[config.mk]
export PLATFORM = sky130hd
export DESIGN_NAME = regfile_wb_queue_flat
export DESIGN_NICKNAME = d
export VERILOG_FILES = /design/src/rtl/regfile_wb_queue_if.sv /design/src/rtl/regfile_wb_queue.sv /design/src/flat_wrapper.sv
export SDC_FILE = /design/constraint.sdc
export NUM_CORES = 1
export LEC_CHECK = 0
export BUFFER_PORTS_ARGS = -buffer_cell sky130_fd_sc_hd__buf_2
export CORE_AREA = 3 3 76 78
export CTS_CLUSTER_SIZE = 28
export DETAILED_ROUTE_END_ITERATION = 7
export DIE_AREA = 0 0 79 81
export PLACE_DENSITY = 0.76
export SLEW_MARGIN = 5
export SYNTH_ARGS = -nofsm -noshare
export SYNTH_HDL_FRONTEND = slang
export SYNTH_SLANG_ARGS = --single-unit
[constraint.sdc]
create_clock -name clk -period 3.7 [get_ports clk]
set_input_delay 0.185 -clock clk [delete_from_list [all_inputs] [get_ports clk]]
set_output_delay 0.185 -clock clk [all_outputs]
set_load 0.1 [all_outputs]
[src/rtl/regfile_wb_queue_if.sv]
// Bundle of the writeback queue's producer, register-file write and hazard-check signals.
// The slave modport is the queue side; the master modport drives it.
interface regfile_wb_queue_if #(
    parameter int DATA_WIDTH  = 8,
    parameter int DEPTH       = 2,
    parameter int QDEPTH_LOG2 = 2
);
    logic                   in_a_valid;
    logic [DEPTH-1:0]       in_a_addr;
    logic [DATA_WIDTH-1:0]  in_a_data;
    logic                   out_a_ready;
    logic                   in_b_valid;
    logic [DEPTH-1:0]       in_b_addr;
    logic [DATA_WIDTH-1:0]  in_b_data;
    logic                   out_b_ready;
    logic                   in_drain_en;
    logic                   out_we;
    logic [DEPTH-1:0]       out_wr_addr;
    logic [DATA_WIDTH-1:0]  out_wr_data;
    logic [DEPTH-1:0]       in_chk_addr1;
    logic [DEPTH-1:0]       in_chk_addr2;
    logic                   out_pend1;
    logic                   out_pend2;
    logic [QDEPTH_LOG2:0]   out_count;

    modport slave (
        input  in_a_valid, in_a_addr, in_a_data,
        input  in_b_valid, in_b_addr, in_b_data,
        input  in_drain_en, in_chk_addr1, in_chk_addr2,
        output out_a_ready, out_b_ready, out_we, out_wr_addr, out_wr_data,
        output out_pend1, out_pend2, out_count
    );

    modport master (
        output in_a_valid, in_a_addr, in_a_data,
        output in_b_valid, in_b_addr, in_b_data,
        output in_drain_en, in_chk_addr1, in_chk_addr2,
        input  out_a_ready, out_b_ready, out_we, out_wr_addr, out_wr_data,
        input  out_pend1, out_pend2, out_count
    );
endinterface

[src/rtl/regfile_wb_queue.sv]
// In-order writeback FIFO between two result producers and the register file write port.
// Round-robin arbitration on contention, r0 writes dropped, pending-write hazard lookup.
module regfile_wb_queue #(
    parameter int DATA_WIDTH  = 8,
    parameter int DEPTH       = 2,
    parameter int QDEPTH_LOG2 = 2
) (
    input  logic              clk,
    input  logic              rst_n,
    regfile_wb_queue_if.slave bus
);
    localparam int QN = 1 << QDEPTH_LOG2;
    localparam int PW = QDEPTH_LOG2;
    localparam int CW = QDEPTH_LOG2 + 1;

    logic [DEPTH-1:0]      addr_mem [QN];
    logic [DATA_WIDTH-1:0] data_mem [QN];

    logic [PW-1:0] wr_ptr_q, wr_ptr_d;
    logic [PW-1:0] rd_ptr_q, rd_ptr_d;
    logic [CW-1:0] count_q, count_d;
    logic          favour_b_q, favour_b_d;

    logic                  full, empty;
    logic                  grant_a, grant_b;
    logic                  push, pop;
    logic [DEPTH-1:0]      push_addr;
    logic [DATA_WIDTH-1:0] push_data;
    logic [PW-1:0]         offset;
    logic                  pend1, pend2;

    assign full  = (count_q == CW'(QN));
    assign empty = (count_q == '0);

    // A full queue refuses both producers even when a pop happens in the same cycle.
    always_comb begin
        grant_a = 1'b0;
        grant_b = 1'b0;
        if (!full) begin
            if (bus.in_a_valid && bus.in_b_valid) begin
                grant_a = !favour_b_q;
                grant_b = favour_b_q;
            end else begin
                grant_a = bus.in_a_valid;
                grant_b = bus.in_b_valid;
            end
        end
    end

    assign push_addr = grant_a ? bus.in_a_addr : bus.in_b_addr;
    assign push_data = grant_a ? bus.in_a_data : bus.in_b_data;
    assign push      = (grant_a || grant_b) && (push_addr != '0);
    assign pop       = !empty && bus.in_drain_en;

    always_comb begin
        wr_ptr_d   = push ? wr_ptr_q + 1'b1 : wr_ptr_q;
        rd_ptr_d   = pop  ? rd_ptr_q + 1'b1 : rd_ptr_q;
        count_d    = count_q;
        favour_b_d = favour_b_q;
        case ({push, pop})
            2'b10:   count_d = count_q + 1'b1;
            2'b01:   count_d = count_q - 1'b1;
            default: count_d = count_q;
        endcase
        if (!full && bus.in_a_valid && bus.in_b_valid)
            favour_b_d = grant_a;
    end

    always_ff @(posedge clk) begin
        if (!rst_n) begin
            wr_ptr_q   <= '0;
            rd_ptr_q   <= '0;
            count_q    <= '0;
            favour_b_q <= 1'b0;
        end else begin
            wr_ptr_q   <= wr_ptr_d;
            rd_ptr_q   <= rd_ptr_d;
            count_q    <= count_d;
            favour_b_q <= favour_b_d;
        end
    end

    // Storage needs no reset: the occupancy count gates every use of it.
    always_ff @(posedge clk) begin
        if (rst_n && push) begin
            addr_mem[wr_ptr_q] <= push_addr;
            data_mem[wr_ptr_q] <= push_data;
        end
    end

    // An entry is live when its distance from the head is below the occupancy count.
    always_comb begin
        pend1  = 1'b0;
        pend2  = 1'b0;
        offset = '0;
        for (int i = 0; i < QN; i++) begin
            offset = PW'(i) - rd_ptr_q;
            if ({1'b0, offset} < count_q) begin
                if (addr_mem[i] == bus.in_chk_addr1) pend1 = 1'b1;
                if (addr_mem[i] == bus.in_chk_addr2) pend2 = 1'b1;
            end
        end
    end

    assign bus.out_a_ready = grant_a;
    assign bus.out_b_ready = grant_b;
    assign bus.out_we      = pop;
    assign bus.out_wr_addr = empty ? '0 : addr_mem[rd_ptr_q];
    assign bus.out_wr_data = empty ? '0 : data_mem[rd_ptr_q];
    assign bus.out_pend1   = pend1 && (bus.in_chk_addr1 != '0);
    assign bus.out_pend2   = pend2 && (bus.in_chk_addr2 != '0);
    assign bus.out_count   = count_q;
endmodule

[src/flat_wrapper.sv]
// flat-port wrapper written by rule: the top's interface ports become plain ports
module regfile_wb_queue_flat 
#(
    parameter int DATA_WIDTH  = 8,
    parameter int DEPTH       = 2,
    parameter int QDEPTH_LOG2 = 2
)
  (clk, rst_n, bus_in_a_valid, bus_in_a_addr, bus_in_a_data, bus_in_b_valid, bus_in_b_addr, bus_in_b_data, bus_in_drain_en, bus_in_chk_addr1, bus_in_chk_addr2, bus_out_a_ready, bus_out_b_ready, bus_out_we, bus_out_wr_addr, bus_out_wr_data, bus_out_pend1, bus_out_pend2, bus_out_count);
  regfile_wb_queue_if #(.DATA_WIDTH(DATA_WIDTH), .DEPTH(DEPTH), .QDEPTH_LOG2(QDEPTH_LOG2)) bus_i ();
  input  logic clk;
  input  logic rst_n;
  input wire logic [$bits(bus_i.in_a_valid)-1:0] bus_in_a_valid;
  input wire logic [$bits(bus_i.in_a_addr)-1:0] bus_in_a_addr;
  input wire logic [$bits(bus_i.in_a_data)-1:0] bus_in_a_data;
  input wire logic [$bits(bus_i.in_b_valid)-1:0] bus_in_b_valid;
  input wire logic [$bits(bus_i.in_b_addr)-1:0] bus_in_b_addr;
  input wire logic [$bits(bus_i.in_b_data)-1:0] bus_in_b_data;
  input wire logic [$bits(bus_i.in_drain_en)-1:0] bus_in_drain_en;
  input wire logic [$bits(bus_i.in_chk_addr1)-1:0] bus_in_chk_addr1;
  input wire logic [$bits(bus_i.in_chk_addr2)-1:0] bus_in_chk_addr2;
  output wire logic [$bits(bus_i.out_a_ready)-1:0] bus_out_a_ready;
  output wire logic [$bits(bus_i.out_b_ready)-1:0] bus_out_b_ready;
  output wire logic [$bits(bus_i.out_we)-1:0] bus_out_we;
  output wire logic [$bits(bus_i.out_wr_addr)-1:0] bus_out_wr_addr;
  output wire logic [$bits(bus_i.out_wr_data)-1:0] bus_out_wr_data;
  output wire logic [$bits(bus_i.out_pend1)-1:0] bus_out_pend1;
  output wire logic [$bits(bus_i.out_pend2)-1:0] bus_out_pend2;
  output wire logic [$bits(bus_i.out_count)-1:0] bus_out_count;
  assign bus_i.in_a_valid = bus_in_a_valid;
  assign bus_i.in_a_addr = bus_in_a_addr;
  assign bus_i.in_a_data = bus_in_a_data;
  assign bus_i.in_b_valid = bus_in_b_valid;
  assign bus_i.in_b_addr = bus_in_b_addr;
  assign bus_i.in_b_data = bus_in_b_data;
  assign bus_i.in_drain_en = bus_in_drain_en;
  assign bus_i.in_chk_addr1 = bus_in_chk_addr1;
  assign bus_i.in_chk_addr2 = bus_in_chk_addr2;
  assign bus_out_a_ready = bus_i.out_a_ready;
  assign bus_out_b_ready = bus_i.out_b_ready;
  assign bus_out_we = bus_i.out_we;
  assign bus_out_wr_addr = bus_i.out_wr_addr;
  assign bus_out_wr_data = bus_i.out_wr_data;
  assign bus_out_pend1 = bus_i.out_pend1;
  assign bus_out_pend2 = bus_i.out_pend2;
  assign bus_out_count = bus_i.out_count;
  regfile_wb_queue #(.DATA_WIDTH(DATA_WIDTH), .DEPTH(DEPTH), .QDEPTH_LOG2(QDEPTH_LOG2)) u_core (.clk(clk), .rst_n(rst_n), .bus(bus_i));
endmodule
==> results.md <==
* Syn-to-layout area delta at 16.0%
* Io pins at 47
* Clock-pin slew on the worst setup and hold paths at ~90 ps
* Fill cell total of the finished layout at 430
* Min cycle time layout at roughly 2600 ps
* Critical-path cell list: inv_1, ha_1, a21boi_0, o21ai_0, nand3_1, a41oi_2, buf_2
* Fmax at 391 MHz
* Die ar. at roughly 0.0064 mm^2
* Startpoint Class: flip-flop
* Setup repair after global routing missed its margin: no
* Yosys top cell by area: edfxtp_1
* Antenna violations before repair at 0
* Top-count cell post-synth: edfxtp_1
* H-tree levels at 2
* Yosys reg bits at 50
* Worst EP required at 3510 ps
* Share of the synthesized area in the top cell type at between 40% and 50%
* Clk_lat worst skew at 290 ps
* HPWL Detailed at 3340 um
* Site Rows at 26
* Crit path capture type: output pin
* Cell area after synthesis at 0.00258 mm^2
* Yosys warning count at 0
* Fin. Hold Viols at 0
* Area contributors post-synth: edfxtp_1 (47%), mux4_2 (8.7%), dfxtp_1 (7.8%)
* Drt pass-1 iters at 4
* Ys async rst share at 0%
* Number of global-route vias before repair at approximately 1,500
* Post-DR vias/cell at approximately 5.1
* VDD IR-drop max at roughly 670 uV
* Via count at around 1,500
* Final nets at 271
* Starting Density at ~50%
* Syn Nets at 226
* Hold_buf cts at 0
* Post-CTS Resized at 0
* Num CTS Buffers at 5
* RePlAce Congestion at 0.809
* Sequential element share of the synthesized area at around 54%
* Postcts setup bufs at 0
* Post-synth top cells: edfxtp_1 (40), xnor2_1 (21), nor2b_1 (13)
* Worst stage delay on the critical path at between 400 and 500 ps
* Crit-path max FO at 5
* Final worst-path cycle share at 69.1%
* First-pass GRT wire length at approximately 7300 um
* Top_reg_cell synth: edfxtp_1
* Setup violators final at 0
* Total power at 2.44 mW
* Die width at between 70 and 80 um
* Hold crit path type: in -> reg
* Layout cells sized above 1 at between 30% and 40%
* Antenna Violating Nets Remaining at 0
* Clock Path Buffers at 2
* Fin Setup TNS at 0 ps
* Syn Inst Count at approximately 190
* Critical path class: reg -> out
* Final Max Tran Viols at 0
* Core area at ~0.005 mm^2
* Die Span Y at around 81 um
* Arrival time worst endpoint at around 2400 ps
* Setup Skew at 7.16 ps
* Total grt overflow at 0
* DRT Wirelength at 4480 um
* Synth Area per Inst at 13.8 um^2
* Cell variety after synth at 35
* DRC viols at 0
* Worst-margin pin slew at slightly below 700 ps
* Number of synthesized flops with an enable pin at 40
* Ant diodes at 0
* Global-route usage over all layers at 14.8%
* Slew headroom at roughly 55%
* 1st-iter DRT viols at 25
* Slowest CP cell: buf_2
* PortBufs at between 40 and 50
* Outcome: completed
* Pwr Density at roughly 820 mW/mm^2
* Max_cap viols at 0
* Root Driver: clkbuf_8
* Lkg Pwr at between 1 and 1.5 nW
* CTS tree: done
* WL per Instance at about 15 um
* Largest net degree at the start of global routing at 18
* Clock Sinks at 50
[final timing paths]
check	slack [ps]	end	depth (start not counted)	start
worst max-delay path	1140	bus_out_pend1	7	u_core.bus.out_count[1]$_SDFFE_PN0P_
worst min-delay path	250	u_core.data_mem[2][6]$_DFFE_PP_	2	bus_in_a_data[6]
worst max register to register	1280	u_core.bus.out_count[2]$_SDFFE_PN0P_	10	u_core.bus.out_count[2]$_SDFFE_PN0P_
worst min register to register	510	u_core.wr_ptr_q[0]$_SDFFE_PN0P_	2	u_core.wr_ptr_q[0]$_SDFFE_PN0P_
[layer usage]
metal,GRT usage [%],vias up,part of all wire (%)
li1,-,763,-
met1,18.6,740,44
met2,27.0,32,52
met3,2.44,2,3.2
met4,3.09,0,0.76
met5,0,-,0
[registers in the layout, summed over array words and instances (netlist names), named ones only]
name	count
u_core.rd_ptr_q	2
u_core.data_mem	32
u_core.wr_ptr_q	2
u_core.favour_b_q	1
u_core.addr_mem	8
u_core.bus.out_count	3
[critical path, delay by kind of cell (launching register included)]
kind / cells / cell delay (ps)
buffers and inverters: 2 / 610
AO/OA/AOI/OAI: 3 / 580
flip-flops: 1 / 420
adder cells (fa/ha/maj): 1 / 330
AND/OR/NAND/NOR: 1 / 140
[power breakdown]
part | switching, mW | internal (mW)
registers | 0.0857 | 0.691
logic | 0.942 | 0.341
clock network | 0.174 | 0.205
[kinds of logic (layout without fill, tap and decap cells)]
kind of cell | Yosys count | in the layout | synth area share [%]
buffers and inverters | 20 | 66 | 3.40
adder cells (fa/ha/maj) | 10 | 10 | 5.15
AO/OA/AOI/OAI | 15 | 15 | 4.76
XOR/XNOR | 22 | 22 | 7.48
AND/OR/NAND/NOR | 48 | 48 | 11.0
flip-flops | 50 | 50 | 54.4
multiplexers | 22 | 22 | 13.9
[layout by cell type, fill, tap and decap left out, types with 2 or more instances in the layout]
cell	instances
clkbuf_8	5
mux2_2	10
nor2b_1	12
xnor2_1	21
o21ai_0	4
nand3_1	9
and2_1	4
inv_1	11
ha_1	9
and2b_1	2
edfxtp_1	40
and3_1	4
a41oi_2	2
a21boi_0	2
buf_2	46
nand2_1	6
a31oi_1	2
dfxtp_1	10
nor2_1	3
a21oi_1	2
mux2i_1	2
mux4_2	10
[metrics by stage]
stage,hold slack [ps],worst slack [ps],instances,util [%],cell area [um^2]
6_report,246,1140,303,58.2,2990
3_5_place_dp,497,1290,295,55.9,2870
3_3_place_gp,495,1360,295,55.9,2870
5_1_grt,240,1000,303,58.2,2990
4_1_cts,244,1140,303,58.2,2990
2_1_floorplan,334,182,187,-,2590
[final cells by class]
class | instances | area, um^2 | area share (%)
Clock buffer | 5 | 68.8 | 2.30
Clock inverter | 3 | 47.5 | 1.59
Inverter | 11 | 41.3 | 1.38
Multi-Input combinational cell | 117 | 1110 | 37.0
Sequential cell | 50 | 1400 | 46.9
Tap cell | 70 | 87.6 | 2.93
Timing Repair Buffer | 47 | 238 | 7.95
No activity file was read; power rests on OpenSTA's default activity.
